==> config.mk <==
export PLATFORM = sky130hd
export DESIGN_NAME = reset_sequencer
export DESIGN_NICKNAME = d
export VERILOG_FILES = /design/src/rtl/reset_sequencer.sv
export SDC_FILE = /design/constraint.sdc
export NUM_CORES = 1
export LEC_CHECK = 0
export CAP_MARGIN = 30
export CORE_UTILIZATION = 50
export DETAILED_ROUTE_END_ITERATION = 8
export DONT_BUFFER_PORTS = 1
export PLACE_DENSITY = 0.7
export SETUP_SLACK_MARGIN = 0.5
export SLEW_MARGIN = 20
export SYNTH_ARGS = -nofsm -noshare
export SYNTH_HDL_FRONTEND = slang
export SYNTH_SLANG_ARGS = --single-unit
==> constraint.sdc <==
create_clock -name clk -period 2.5 [get_ports clk]
set_input_delay 0.5 -clock clk [delete_from_list [all_inputs] [get_ports clk]]
set_output_delay 0.5 -clock clk [all_outputs]
set_load 0.03 [all_outputs]
==> src/rtl/reset_sequencer.sv <==
// Reset sequencer: waits for a stable, synchronized MMCM lock, then releases
// the MAC and AXI-Lite domains in order. It pulses the GTP soft reset and
// supervises GTP reset-done with a per-attempt timeout and bounded retries.
// Every output is a single flop whose value comes from the next state only.
module reset_sequencer #(
  parameter int LOCK_WAIT_CYCLES = 1024,
  parameter int STAGE_GAP_CYCLES = 64,
  parameter int GTP_RST_PULSE    = 16,
  parameter int GTP_TIMEOUT      = 65536,
  parameter int MAX_RETRY        = 3,
  parameter int CNT_W            = 17
) (
  input  logic       clk,
  input  logic       g_reset_n,
  input  logic       dcm_locked,
  input  logic       gtp_reset_done,
  output logic       mac_rst_n,
  output logic       axi_rst_n,
  output logic       gtp_soft_reset,
  output logic       sys_ready,
  output logic       seq_fail,
  output logic [3:0] retry_cnt,
  output logic [7:0] lock_loss_cnt
);

  typedef enum logic [2:0] {
    HOLD, LOCK_WAIT, REL_MAC, REL_AXI, GTP_PULSE, GTP_WAIT, READY, FAIL
  } state_t;

  // Counter reload values. Each one is "duration - 1" because the counter
  // runs down to zero and the transition fires on the zero cycle.
  localparam logic [CNT_W-1:0] LOCK_LOAD    = CNT_W'(LOCK_WAIT_CYCLES - 1);
  localparam logic [CNT_W-1:0] GAP_LOAD     = CNT_W'(STAGE_GAP_CYCLES - 1);
  localparam logic [CNT_W-1:0] PULSE_LOAD   = CNT_W'(GTP_RST_PULSE - 1);
  localparam logic [CNT_W-1:0] TIMEOUT_LOAD = CNT_W'(GTP_TIMEOUT - 1);
  localparam logic [3:0]       RETRY_LIMIT  = 4'(MAX_RETRY);

  state_t           state_q, state_d;
  logic [CNT_W-1:0] cnt_q, cnt_d;
  logic [3:0]       retry_q, retry_d;
  logic [7:0]       loss_q, loss_d;
  logic             lock_meta_q, lock_s_q;
  logic             done_meta_q, done_s_q;
  logic             mac_rst_n_d, axi_rst_n_d, gtp_soft_reset_d, sys_ready_d, seq_fail_d;
  logic [3:0]       retry_inc;
  logic             cnt_zero;

  assign cnt_zero  = (cnt_q == '0);
  assign retry_inc = retry_q + 4'd1;

  // Two-flop synchronizers for the asynchronous lock and reset-done inputs.
  always_ff @(posedge clk or negedge g_reset_n) begin
    if (!g_reset_n) begin
      lock_meta_q <= 1'b0;
      lock_s_q    <= 1'b0;
      done_meta_q <= 1'b0;
      done_s_q    <= 1'b0;
    end else begin
      lock_meta_q <= dcm_locked;
      lock_s_q    <= lock_meta_q;
      done_meta_q <= gtp_reset_done;
      done_s_q    <= done_meta_q;
    end
  end

  // Next-state, counter and status-counter logic; lock loss overrides everything.
  always_comb begin
    state_d = state_q;
    cnt_d   = cnt_q;
    retry_d = retry_q;
    loss_d  = loss_q;
    if (state_q != HOLD && !lock_s_q) begin
      state_d = HOLD;
      cnt_d   = '0;
      retry_d = 4'd0;
      if (loss_q != 8'hFF) loss_d = loss_q + 8'd1;
    end else begin
      case (state_q)
        HOLD: begin
          if (lock_s_q) begin
            state_d = LOCK_WAIT;
            cnt_d   = LOCK_LOAD;
          end
        end
        LOCK_WAIT: begin
          if (cnt_zero) begin
            state_d = REL_MAC;
            cnt_d   = GAP_LOAD;
          end else cnt_d = cnt_q - 1'b1;
        end
        REL_MAC: begin
          if (cnt_zero) begin
            state_d = REL_AXI;
            cnt_d   = GAP_LOAD;
          end else cnt_d = cnt_q - 1'b1;
        end
        REL_AXI: begin
          if (cnt_zero) begin
            state_d = GTP_PULSE;
            cnt_d   = PULSE_LOAD;
          end else cnt_d = cnt_q - 1'b1;
        end
        GTP_PULSE: begin
          if (cnt_zero) begin
            state_d = GTP_WAIT;
            cnt_d   = TIMEOUT_LOAD;
          end else cnt_d = cnt_q - 1'b1;
        end
        GTP_WAIT: begin
          // If done arrives on the timeout cycle, it wins over a retry.
          if (done_s_q) begin
            state_d = READY;
            cnt_d   = '0;
            retry_d = 4'd0;
          end else if (cnt_zero) begin
            retry_d = retry_inc;
            if (retry_inc < RETRY_LIMIT) begin
              state_d = GTP_PULSE;
              cnt_d   = PULSE_LOAD;
            end else begin
              state_d = FAIL;
            end
          end else cnt_d = cnt_q - 1'b1;
        end
        READY: begin
          // The GTP has dropped out of reset-done, so re-run only the GTP
          // stage. The MAC and AXI domains stay released.
          if (!done_s_q) begin
            state_d = GTP_PULSE;
            cnt_d   = PULSE_LOAD;
          end
        end
        FAIL:    state_d = FAIL;
        default: state_d = HOLD;
      endcase
    end
  end

  // Output decode from the next state, so that the output flops change on the same edge as the state.
  always_comb begin
    mac_rst_n_d      = !(state_d == HOLD || state_d == LOCK_WAIT);
    axi_rst_n_d      = !(state_d == HOLD || state_d == LOCK_WAIT || state_d == REL_MAC);
    gtp_soft_reset_d = (state_d == HOLD) || (state_d == LOCK_WAIT) ||
                       (state_d == GTP_PULSE) || (state_d == FAIL);
    sys_ready_d      = (state_d == READY);
    seq_fail_d       = (state_d == FAIL);
  end

  // State, counters and registered outputs.
  always_ff @(posedge clk or negedge g_reset_n) begin
    if (!g_reset_n) begin
      state_q        <= HOLD;
      cnt_q          <= '0;
      retry_q        <= 4'd0;
      loss_q         <= 8'd0;
      mac_rst_n      <= 1'b0;
      axi_rst_n      <= 1'b0;
      gtp_soft_reset <= 1'b1;
      sys_ready      <= 1'b0;
      seq_fail       <= 1'b0;
    end else begin
      state_q        <= state_d;
      cnt_q          <= cnt_d;
      retry_q        <= retry_d;
      loss_q         <= loss_d;
      mac_rst_n      <= mac_rst_n_d;
      axi_rst_n      <= axi_rst_n_d;
      gtp_soft_reset <= gtp_soft_reset_d;
      sys_ready      <= sys_ready_d;
      seq_fail       <= seq_fail_d;
    end
  end

  assign retry_cnt     = retry_q;
  assign lock_loss_cnt = loss_q;

endmodule

==> impl_metrics.tcl, run 1 <==
set metrics [dict create \
    ys_types 60 \
    grt_max_degree 41 \
    ys_ff_latch 41 \
    finClkSkew_ns 0.00979 \
    pin_count 21 \
    synth-edff-count 0 \
    routed_wl_um 6460 \
    coreArea_um2 4750 \
    synth_top_cells_by_count "dfrtp_1, o21ai_0, nor2_1, a21oi_1, nand2_1" \
    post_dp_cell_area_um2 2600 \
    clockBufferDepth 2 \
    cts_tree "built" \
    setup_violations 0 \
    critical_path_class "reg2reg" \
    rsz0062_at_grt "yes" \
    wl_per_cell_um 17.3 \
    finalPower_mw 1.82 \
    die_y_um 72.4 \
    cts_buffers 5 \
    worstSkewPairLatency_ns 0.30 \
    final_area_um2 3260 \
    drive_above_1_share_pct 39.5 \
    grtUsageMet1_pct 33.0 \
    dr.pass1.iters 4 \
    run_status "finished clean" \
    synth_area_um2 2480 \
    yosys_warnings 0 \
    hold_class "in2async" \
    hold_slack_ns 0.0298 \
    reg2reg_from "cnt_q[12]" \
    fp.dieW_um 72.4 \
    start_util_pct 52.1 \
    leakage_nw 1.39 \
    cts.clk_slew.worst_paths_ns 0.08 \
    syn_to_final_growth_pct 31.3 \
    yosysSeqAreaShare_pct 41.4 \
    slowest_delay_ns 0.46 \
    tns_ns 0 \
    cts-root-buf "clkbuf_8" \
    yosys.area.top_type "dfrtp_1" \
    grt_first_pass_wirelength_um 9920 \
    use_met3_pct 3.89 \
    worstPathCellList "or3_4 -> or4_4 -> o41a_1 -> a31o_1 -> and2_1" \
    cp-startpoint "cnt_q[12]" \
    fin_cells 373 \
    yosysMostFrequentCell "dfrtp_1" \
    gp_congestion 0.860 \
    cts_sinks 41 \
    async_flop_share_pct 100 \
    endpoint_kind "register" \
    diodes 0 \
    die-area_um2 5240 \
    slew_headroom_pct 34.3 \
    synth.avg_cell_area_um2 9.18 \
    vias 2236 \
    fin_crit_sh_pct 88.4 \
    hold_violations 0 \
    crit_fanout 4 \
    port_buffers 0 \
    fmax_ghz 0.452 \
    vias_per_cell 5.99 \
    maxCapViolCount 0 \
    synth_top_area_share_pct 40.4 \
    grt_overflow 0 \
    grt_usage_pct 24.7 \
    dp.cells 336 \
    rows 25 \
    syn_inst 270 \
    synthTopCellsByArea "dfrtp_1, o21ai_0, a21oi_1" \
    htreeDepth 2 \
    hpwl_um 3820 \
    power_density_nw_per_um2 558 \
    syn_nets 279 \
    drv_slew 0 \
    antenna_found_initial 0 \
    drt_first_iter_violations 193 \
    finish.net_count 314 \
    required_ns 2.69 \
    crit_slowest_cell "or4_4" \
    synth_flop_cell "dfrtp_1" \
    busiest_layer "met2" \
    start_kind "register" \
    peakVddDrop_v 0.000639 \
    ant_nets 0 \
    drc_errors 0 \
    worst_pin_slew_ns 0.982 \
    crit_arrival_ns 2.40 \
    fin_crit_ns 2.21 \
    grt_util_met2_pct 40.5 \
    grt_pass1_vias 2048 \
]
## cells in the final DEF (no fill, tap or decap), types with 3 or more instances in the layout
| cell type | instances |
|---|---|
| o21ai_2 | 4 |
| inv_2 | 4 |
| o21ai_0 | 11 |
| xor2_1 | 8 |
| nand3b_1 | 3 |
| a21oi_2 | 7 |
| nor2_1 | 18 |
| and2_1 | 3 |
| buf_4 | 31 |
| or3_4 | 3 |
| nand2_1 | 15 |
| a21o_1 | 3 |
| nor3_1 | 9 |
| xnor2_1 | 7 |
| mux2i_1 | 3 |
| nor3_2 | 3 |
| a22o_1 | 4 |
| buf_6 | 13 |
| a31oi_1 | 4 |
| a31oi_2 | 3 |
| a21oi_1 | 11 |
| o21ai_1 | 9 |
| dfrtp_1 | 32 |
| a211oi_2 | 3 |
| a2bb2oi_1 | 3 |
| and3_1 | 4 |
| nand2b_1 | 5 |
| clkbuf_8 | 5 |
| dfrtp_2 | 8 |
| inv_1 | 3 |
| nand3_1 | 8 |
## sequential cells by signal (all words and copies together), names as in the netlist
| register | count |
|---|---|
| axi_rst_n | 1 |
| state_q | 3 |
| lock_s_q | 1 |
| lock_meta_q | 1 |
| gtp_soft_reset | 1 |
| seq_fail | 1 |
| done_meta_q | 1 |
| mac_rst_n | 1 |
| lock_loss_cnt | 8 |
| cnt_q | 17 |
| sys_ready | 1 |
| done_s_q | 1 |
| retry_cnt | 4 |
## cell families after synthesis
kind of cell | after synthesis | synth area share [%]
compound gates | 83 | 21.9
xor+xnor | 15 | 5.30
fa+ha+maj | 6 | 2.93
buf+inv | 24 | 4.74
flops | 41 | 41.4
mux | 4 | 1.67
simple gates | 97 | 22.1
## cell type report
class                   instances  area, µm²
multi-input cells             205       1580
fillers                       361       1500
flip-flops and latches         41       1040
repair buffers                 45        399
well taps                      67       83.8
clock buffers                   5       68.8
clock inverters                 3       65.1
inverters                       7       26.3
## repair_timing
| item | 4_1_cts | 5_1_grt |
|---|---|---|
| pin swaps | 17 | 20 |
| hold endpoints to repair | 40 | 0 |
| cloned | 0 | 2 |
| buffers inserted | 11 | 15 |
| endpoints found under the setup margin | 31 | 31 |
| hold buffers | 1 | 0 |
| gates resized for setup | 33 | 51 |
## power breakdown
| group | internal (mW) | leakage (nW) | switching (mW) |
|---|---|---|---|
| Sequential | 0.730 | 0.510 | 0.174 |
| Clock | 0.397 | 0.0681 | 0.235 |
| Combinational | 0.133 | 0.811 | 0.147 |
## stage by stage
step           setup WS, ns  utilization (%)
6_report              0.290             68.5
5_1_grt               0.255             68.5
4_1_cts               0.327             62.3
3_5_place_dp          0.226             54.7
3_3_place_gp          0.269             54.7
2_1_floorplan         0.357                -
## layer usage
layer | vias to the layer above | share of wire, %
li1 | 1066 | -
met1 | 1102 | 44
met2 | 58 | 50
met3 | 10 | 3.9
met4 | 0 | 1.8
met5 | - | 0
## final timing paths
check | end | slack, ns | cells after the start
worst min register to register | lock_s_q | 0.35 | 0
min in group clk | lock_meta_q | 0.22 | 0
max in group asynchronous | cnt_q[6] | 2.26 | 1
worst max-delay path | state_q[0] | 0.29 | 5
worst max register to register | state_q[0] | 0.29 | 5
worst min-delay path | retry_cnt[3] | 0.03 | 1
## critical path: cells and delay by family (launching register included)
family,cells,cell delay (ns)
and+or+nand+nor,3,1.00
AOI/OAI and AO/OA,2,0.69
DFF,1,0.41
Note: power is estimated with default switching activity, not from simulation.
==> inputs of run 2 (changes only) <==
--- a/config.mk
+++ b/config.mk
@@ -5,6 +5,7 @@
 export SDC_FILE = /design/constraint.sdc
 export NUM_CORES = 1
 export LEC_CHECK = 0
+export ABC_CLOCK_PERIOD_IN_PS = 2500
 export CAP_MARGIN = 30
 export CORE_UTILIZATION = 50
 export DETAILED_ROUTE_END_ITERATION = 8
==> results of run 2 <==
No change in the layout: final DEF, timing and power equal those of run 1.
==> inputs of run 3 (changes only) <==
--- a/config.mk
+++ b/config.mk
@@ -6,7 +6,7 @@
 export NUM_CORES = 1
 export LEC_CHECK = 0
 export ABC_CLOCK_PERIOD_IN_PS = 2500
-export CAP_MARGIN = 30
+export CAP_MARGIN = 10
 export CORE_UTILIZATION = 50
 export DETAILED_ROUTE_END_ITERATION = 8
 export DONT_BUFFER_PORTS = 1
==> results of run 3 <==
No change in the layout: final DEF, timing and power equal those of run 1.
==> RTL change 1 (settings of run 1) <==
The 8 states of `state_t` get a one-hot encoding in 8 bits.
--- a/src/rtl/reset_sequencer.sv
+++ b/src/rtl/reset_sequencer.sv
@@ -23,8 +23,8 @@
   output logic [7:0] lock_loss_cnt
 );
 
-  typedef enum logic [2:0] {
-    HOLD, LOCK_WAIT, REL_MAC, REL_AXI, GTP_PULSE, GTP_WAIT, READY, FAIL
+  typedef enum logic [7:0] {
+    HOLD = 8'b00000001, LOCK_WAIT = 8'b00000010, REL_MAC = 8'b00000100, REL_AXI = 8'b00001000, GTP_PULSE = 8'b00010000, GTP_WAIT = 8'b00100000, READY = 8'b01000000, FAIL = 8'b10000000
   } state_t;
 
   // Counter reload values. Each one is "duration - 1" because the counter
Check against the original RTL: no difference found for any inputs over 10 cycles, from zero or initial values and one cycle with g_reset_n low; not proved beyond that.
==> RTL change 1 against run 1 <==
Sequential cell count increased by 5. Total power rose by 22%. Worst setup slack worse by 120 ps. Synthesized area rose by 18%. Fmax decreased by 5.3%. Count of clock-buffer cells in the layout is the same. Global-route usage is 2.5 points higher. Design area rose by 14%. Routed wire length up 25%.
==> RTL change 1: results (changes against run 1) <==
logic_synthesis:
  synth_area_per_cell_um2: 9.03  # was 9.18 um^2
  synthTopCellsByArea: "dfrtp_1 38%, nor2_1 4.0%, nand2_1 3.8%, a21oi_1 3.4%, nor3_1 2.7%"  # was dfrtp_1 40%, o21ai_0 4.8%, a21oi_1 3.6%, nor2_1 3.2%, xor2_1 2.8%
  yosysUniqueCellTypes: 70  # was 60
  synth_seq_area_share_pct: 39.3  # was 41.4%
  synth_common_cells: "44 x dfrtp_1, 31 x nor2_1, 30 x nand2_1, 20 x a21oi_1, 16 x nor3_1"  # was 40 x dfrtp_1, 24 x o21ai_0, 21 x nor2_1, 18 x a21oi_1, 16 x nand2_1
  ys.warnings.count: 0  # unchanged
  yosys.area.top_type: "dfrtp_1"  # unchanged
  async_reset_ff_share_pct: 100  # unchanged
  synth_compound_area_share_pct: 18.8  # was 21.9%
  synthXorXnorAreaFrac_pct: 4.18  # was 5.30%
  synth_fa_ha_area_share_pct: 2.13  # was 2.93%
  synth_mux_area_share_pct: 2.90  # was 1.67%
  syn_nets: 334  # was 279
clocking:
  htreeDepth: 2  # unchanged
  insertion_delay_ps: 310
  clk_pin_slew_ps: 100  # was 80 ps
  cts_buffers: 5  # unchanged
cells_and_area:
  largest_register_ff_count: 17  # unchanged
  largest-register: "cnt_q"  # unchanged
  drive_gt1_share_pct: 34.0  # was 39.5%
  antenna_cells: 0  # unchanged
  layout.nets: 370  # was 314
  fin_cells: 434  # was 373
sta:
  maxSlewHeadroom_pct: 60.3  # was 34.3%
  skew_ps: 13.7  # was 9.79 ps
grt:
  antenna_found_initial: 0  # unchanged
  overflow: 0  # unchanged
  grt_max_degree: 45  # was 41
  grt_pass1_vias: 2689  # was 2,048
  grt_pass1_wl_um: 13000  # was 9920 um
  grtUsageTotal_pct: 27.2  # was 24.7%
placement:
  pre_cts_slack_ps: 27.0  # was 226 ps
  dp_hpwl_um: 4910  # was 3820 um
  place_congestion: 0.932  # was 0.860
  place_inst: 408  # was 336
worst_setup_path:
  cp_max_fo: 7  # was 4
  critical_path.max_stage_delay_ps: 580  # was 460 ps
  crit_family: "simple AND/OR/NAND/NOR gates"  # unchanged
  crit_slowest_cell: "or4_4"  # unchanged
  worstPathArrival_ps: 2580  # was 2400 ps
route:
  vias: 2790  # was 2,236
  wl_per_cell_um: 18.6  # was 17.3 um
  drtIter0Drc: 226  # was 193
  firstDrtPassIters: 6  # was 4
power:
  cellLeakagePower_nw: 1.52  # was 1.39 nW
  irDropWorstVdd_uv: 548  # was 639 uV
outcome:
  outcome: "finished clean"  # unchanged
## RTL change 1: cell types whose count changed in the layout (fill, tap and decap cells not counted), sizes merged, moves of 5 or more
cell,delta
nor2,+10
nor4,+5
nand4,+5
o21ai,-9
a211oi,+5
nand3,+5
a2111oi,+5
nand2,+15
## RTL change 1: timing repair
| item | in CTS | in global routing |
|---|---|---|
| setup buffers | 9 | 6 |
| pin swaps | 13 | 11 |
| resized for setup | 44 | 27 |
| hold buffers | 1 | 0 |
| endpoints found under the setup margin | 35 | 33 |
| gates cloned | 2 | 0 |
| endpoints found under the hold margin | 44 | 0 |
## RTL change 1: metrics by stage
stage / hold WS (ps) / utilization (%) / area (um^2)
6_report: 17.6 / 66.9 / 3730
5_1_grt: 18.3 / 66.9 / 3730
4_1_cts: 19.4 / 63.7 / 3550
3_5_place_dp: 207 / 56.4 / 3150
3_3_place_gp: 206 / 56.4 / 3150
2_1_floorplan: 204 / - / 2960
## RTL change 1: routing by layer
layer  up-vias  global-route usage, %  part of all wire (%)
met2        94                   43.7                    50
met1      1405                   37.1                    44
met4         0                   10.2                   1.5
met5         -                      0                     0
li1       1275                      -                     -
met3        16                   3.60                   4.6
## RTL change 1: final timing paths
kind	from	to	slack [ps]	cells after the start
setup / recovery	cnt_q[13]	axi_rst_n	170	10
setup reg to reg	cnt_q[13]	axi_rst_n	170	10
max in group asynchronous	g_reset_n	state_q[1]	2240	1
hold / removal	g_reset_n	cnt_q[14]	20	1
hold reg to reg	lock_meta_q	lock_s_q	360	0
min in group clk	dcm_locked	lock_meta_q	220	0
## RTL change 1: cells by family (layout without fill, tap and decap cells)
kind of cell,count (synthesis),in the layout
mux,8,8
compound gates,81,81
buf+inv,25,61
simple gates,146,147
fa+ha+maj,5,5
xor+xnor,14,14
flops,46,46
## RTL change 1: layout make-up
cell class | instances | area [um^2]
multi-input combinational | 255 | 1940
fill | 419 | 1850
sequential | 46 | 1160
clock inverter | 3 | 43.8
tap | 72 | 90.1
inverter | 5 | 18.8
clock buffer | 5 | 68.8
timing repair buffer | 48 | 410
## RTL change 1: report_power, final
part           switching (mW)  internal, mW
registers               0.259         0.853
logic                   0.297         0.238
clock network           0.270         0.300
==> RTL change 2 (config.mk and constraints of run 1) <==
Without the edit above. The parameter `CNT_W` goes from 17 to 13.
--- a/src/rtl/reset_sequencer.sv
+++ b/src/rtl/reset_sequencer.sv
@@ -8,7 +8,7 @@
   parameter int GTP_RST_PULSE    = 16,
   parameter int GTP_TIMEOUT      = 65536,
   parameter int MAX_RETRY        = 3,
-  parameter int CNT_W            = 17
+  parameter int CNT_W            = 13
 ) (
   input  logic       clk,
   input  logic       g_reset_n,
Formal check against the unedited RTL: same outputs for any inputs over 10 cycles, from zero or initial values and one cycle with g_reset_n low; that may be too few to reach the edited logic, so the function may still have changed.
==> RTL change 2 against run 1 <==
Fmax decreased by 1.6%. Highest routed layer unchanged. Critical path depth grew 3. Worst setup slack worse by 35 ps. First-iteration DRC count decreased by 42%. Sequential share of layout area rose by 1.4 points. Synthesized cell count is 2.2% lower. Global-route usage rose by 0.79 points. Synthesized area fell by 6.9%. Non-clock buffer count down 9. Routed wire length is 10% lower. Total power down 17%. Sequential cell count fell by 4. Design area decreased by 14%.
==> RTL change 2: results (changes against run 1) <==
logic_synthesis:
  synth_common_cells: "36 x dfrtp_1, 28 x a21oi_1, 28 x nand2_1, 19 x nor2_1"  # was 40 x dfrtp_1, 24 x o21ai_0, 21 x nor2_1, 18 x a21oi_1, 16 x nand2_1
  synthTopCellsByArea: "dfrtp_1 39%, a21oi_1 6.1%, nand2_1 4.6%, nor2_1 3.1%, a31oi_1 2.2%"  # was dfrtp_1 40%, o21ai_0 4.8%, a21oi_1 3.6%, nor2_1 3.2%, xor2_1 2.8%
  synth_fa_ha_area_share_pct: 2.17  # was 2.93%
  yosysUniqueCellTypes: 56  # was 60
  syn_nets: 272  # was 279
  synth_mux_area_share_pct: 1.41  # was 1.67%
  synth_compound_area_share_pct: 23.3  # was 21.9%
  synth_seq_area_share_pct: 40.2  # was 41.4%
  async_reset_ff_share_pct: 100  # unchanged
  synthXorXnorAreaFrac_pct: 3.04  # was 5.30%
clocking:
  cts_buffers: 5  # unchanged
  cts_root_buf: "clkbuf_8"  # unchanged
  insertion_delay_ps: 290
cells_and_area:
  layout.nets: 300  # was 314
  drive_gt1_share_pct: 25.6  # was 39.5%
  largest_register_ff_count: 13  # was 17
  antenna_cells: 0  # unchanged
sta:
  worstMarginPinSlew_ps: 473  # was 982 ps
  skew_ps: 9.32  # was 9.79 ps
power:
  p_int_mw: 0.982  # was 1.26 mW
  irDropWorstVdd_uv: 534  # was 639 uV
  cellLeakagePower_nw: 1.20  # was 1.39 nW
worst_setup_path:
  critical_path.max_stage_delay_ps: 480  # was 460 ps
  worstPathArrival_ps: 2430  # was 2400 ps
  cp_max_fo: 3  # was 4
  crit_slowest_cell: "or4b_4"  # was or4_4
placement:
  dp_hpwl_um: 3890  # was 3820 um
  numPortBuffers: 0  # unchanged
  place_congestion: 0.885  # was 0.860
grt:
  grt_pass1_vias: 1997  # was 2,048
  antenna_found_initial: 0  # unchanged
  grtUsageTotal_pct: 25.5  # was 24.7%
  grt_pass1_wl_um: 9860  # was 9920 um
  grt_max_degree: 37  # was 41
min_path:
  hold_path.class: "input pin to async pin"  # unchanged
route:
  firstDrtPassIters: 4  # unchanged
  vias: 2151  # was 2,236
  drtIter0Drc: 112  # was 193
  wl_per_cell_um: 16.8  # was 17.3 um
outcome:
  outcome: "finished clean"  # unchanged
RTL change 2: cell count changes in the layout (fill, tap and decap cells not counted), moves of 7 or more:
| cell | change |
|---|---|
| a21oi_1 | +17 |
| nand2_1 | +12 |
| buf_6 | -11 |
| o21ai_1 | -8 |
| a21oi_2 | -7 |
| or3_1 | +7 |
RTL change 2: power by group through the flow:
stage | clock (mW) | combinational (mW) | sequential, mW
global route | 0.445 | 0.283 | 0.866
global placement | 0 | 0.211 | 0.861
detailed placement | 0 | 0.216 | 0.860
finish | 0.410 | 0.252 | 0.851
floorplan | 0 | 0.170 | 0.837
CTS | 0.426 | 0.245 | 0.850
RTL change 2: final timing paths:
kind	slack, ps	start	cells past startpoint	end
min in group clk	240	gtp_reset_done	0	done_meta_q
min	30	g_reset_n	1	retry_cnt[2]
min reg2reg	350	done_meta_q	0	done_s_q
max reg2reg	250	cnt_q[1]	8	cnt_q[8]
max in group asynchronous	2270	g_reset_n	1	lock_loss_cnt[7]
max	250	cnt_q[1]	8	cnt_q[8]
RTL change 2: routing by layer:
| layer | GRT usage (%) | share of wire [%] | vias up |
|---|---|---|---|
| met1 | 36.5 | 47 | 1035 |
| met2 | 39.1 | 47 | 66 |
| li1 | - | - | 1042 |
| met5 | 0 | 0 | - |
| met4 | 7.33 | 1.2 | 0 |
| met3 | 5.19 | 4.9 | 8 |
RTL change 2: stage by stage:
| step | utilization [%] | setup WS, ps | cell area [um^2] | instances |
|---|---|---|---|---|
| after floorplan | - | 248 | 2360 | 264 |
| after global placement | 57.6 | 86.5 | 2530 | 322 |
| after detailed placement | 57.6 | 42.3 | 2530 | 322 |
| after CTS | 62.2 | 207 | 2730 | 340 |
| after global routing | 63.7 | 80.3 | 2790 | 345 |
| final | 63.7 | 255 | 2790 | 345 |
RTL change 2: cell families after synthesis:
logic type | after synthesis
flip-flops | 37
XOR/XNOR | 8
AND/OR/NAND/NOR | 106
adder cells (fa/ha/maj) | 4
multiplexers | 3
AO/OA/AOI/OAI | 80
buffers and inverters | 26
RTL change 2: final cells by class:
type,instances,area [um^2]
fillers,344,1590
flip-flops and latches,37,930
clock buffers,6,72.6
inverters,11,41.3
repair buffers,36,303
multi-input cells,201,1370
well taps,52,65.1
clock inverters,2,10.0
RTL change 2: repair_timing:
action                                  in CTS  in global routing
setup buffers                                9                  5
hold endpoints to repair                    36                  0
resized for setup                           11                  8
pin swaps                                   11                 13
endpoints found under the setup margin      24                 25
hold buffers                                 1                  0
RTL change 2: critical path, delay by kind of cell (launching register included):
kind                       cells  cell delay [ps]
DFF                            1              400
adders and majority gates      1              130
buffers and inverters          2              230
AOI/OAI and AO/OA              3              700
and+or+nand+nor                2              690
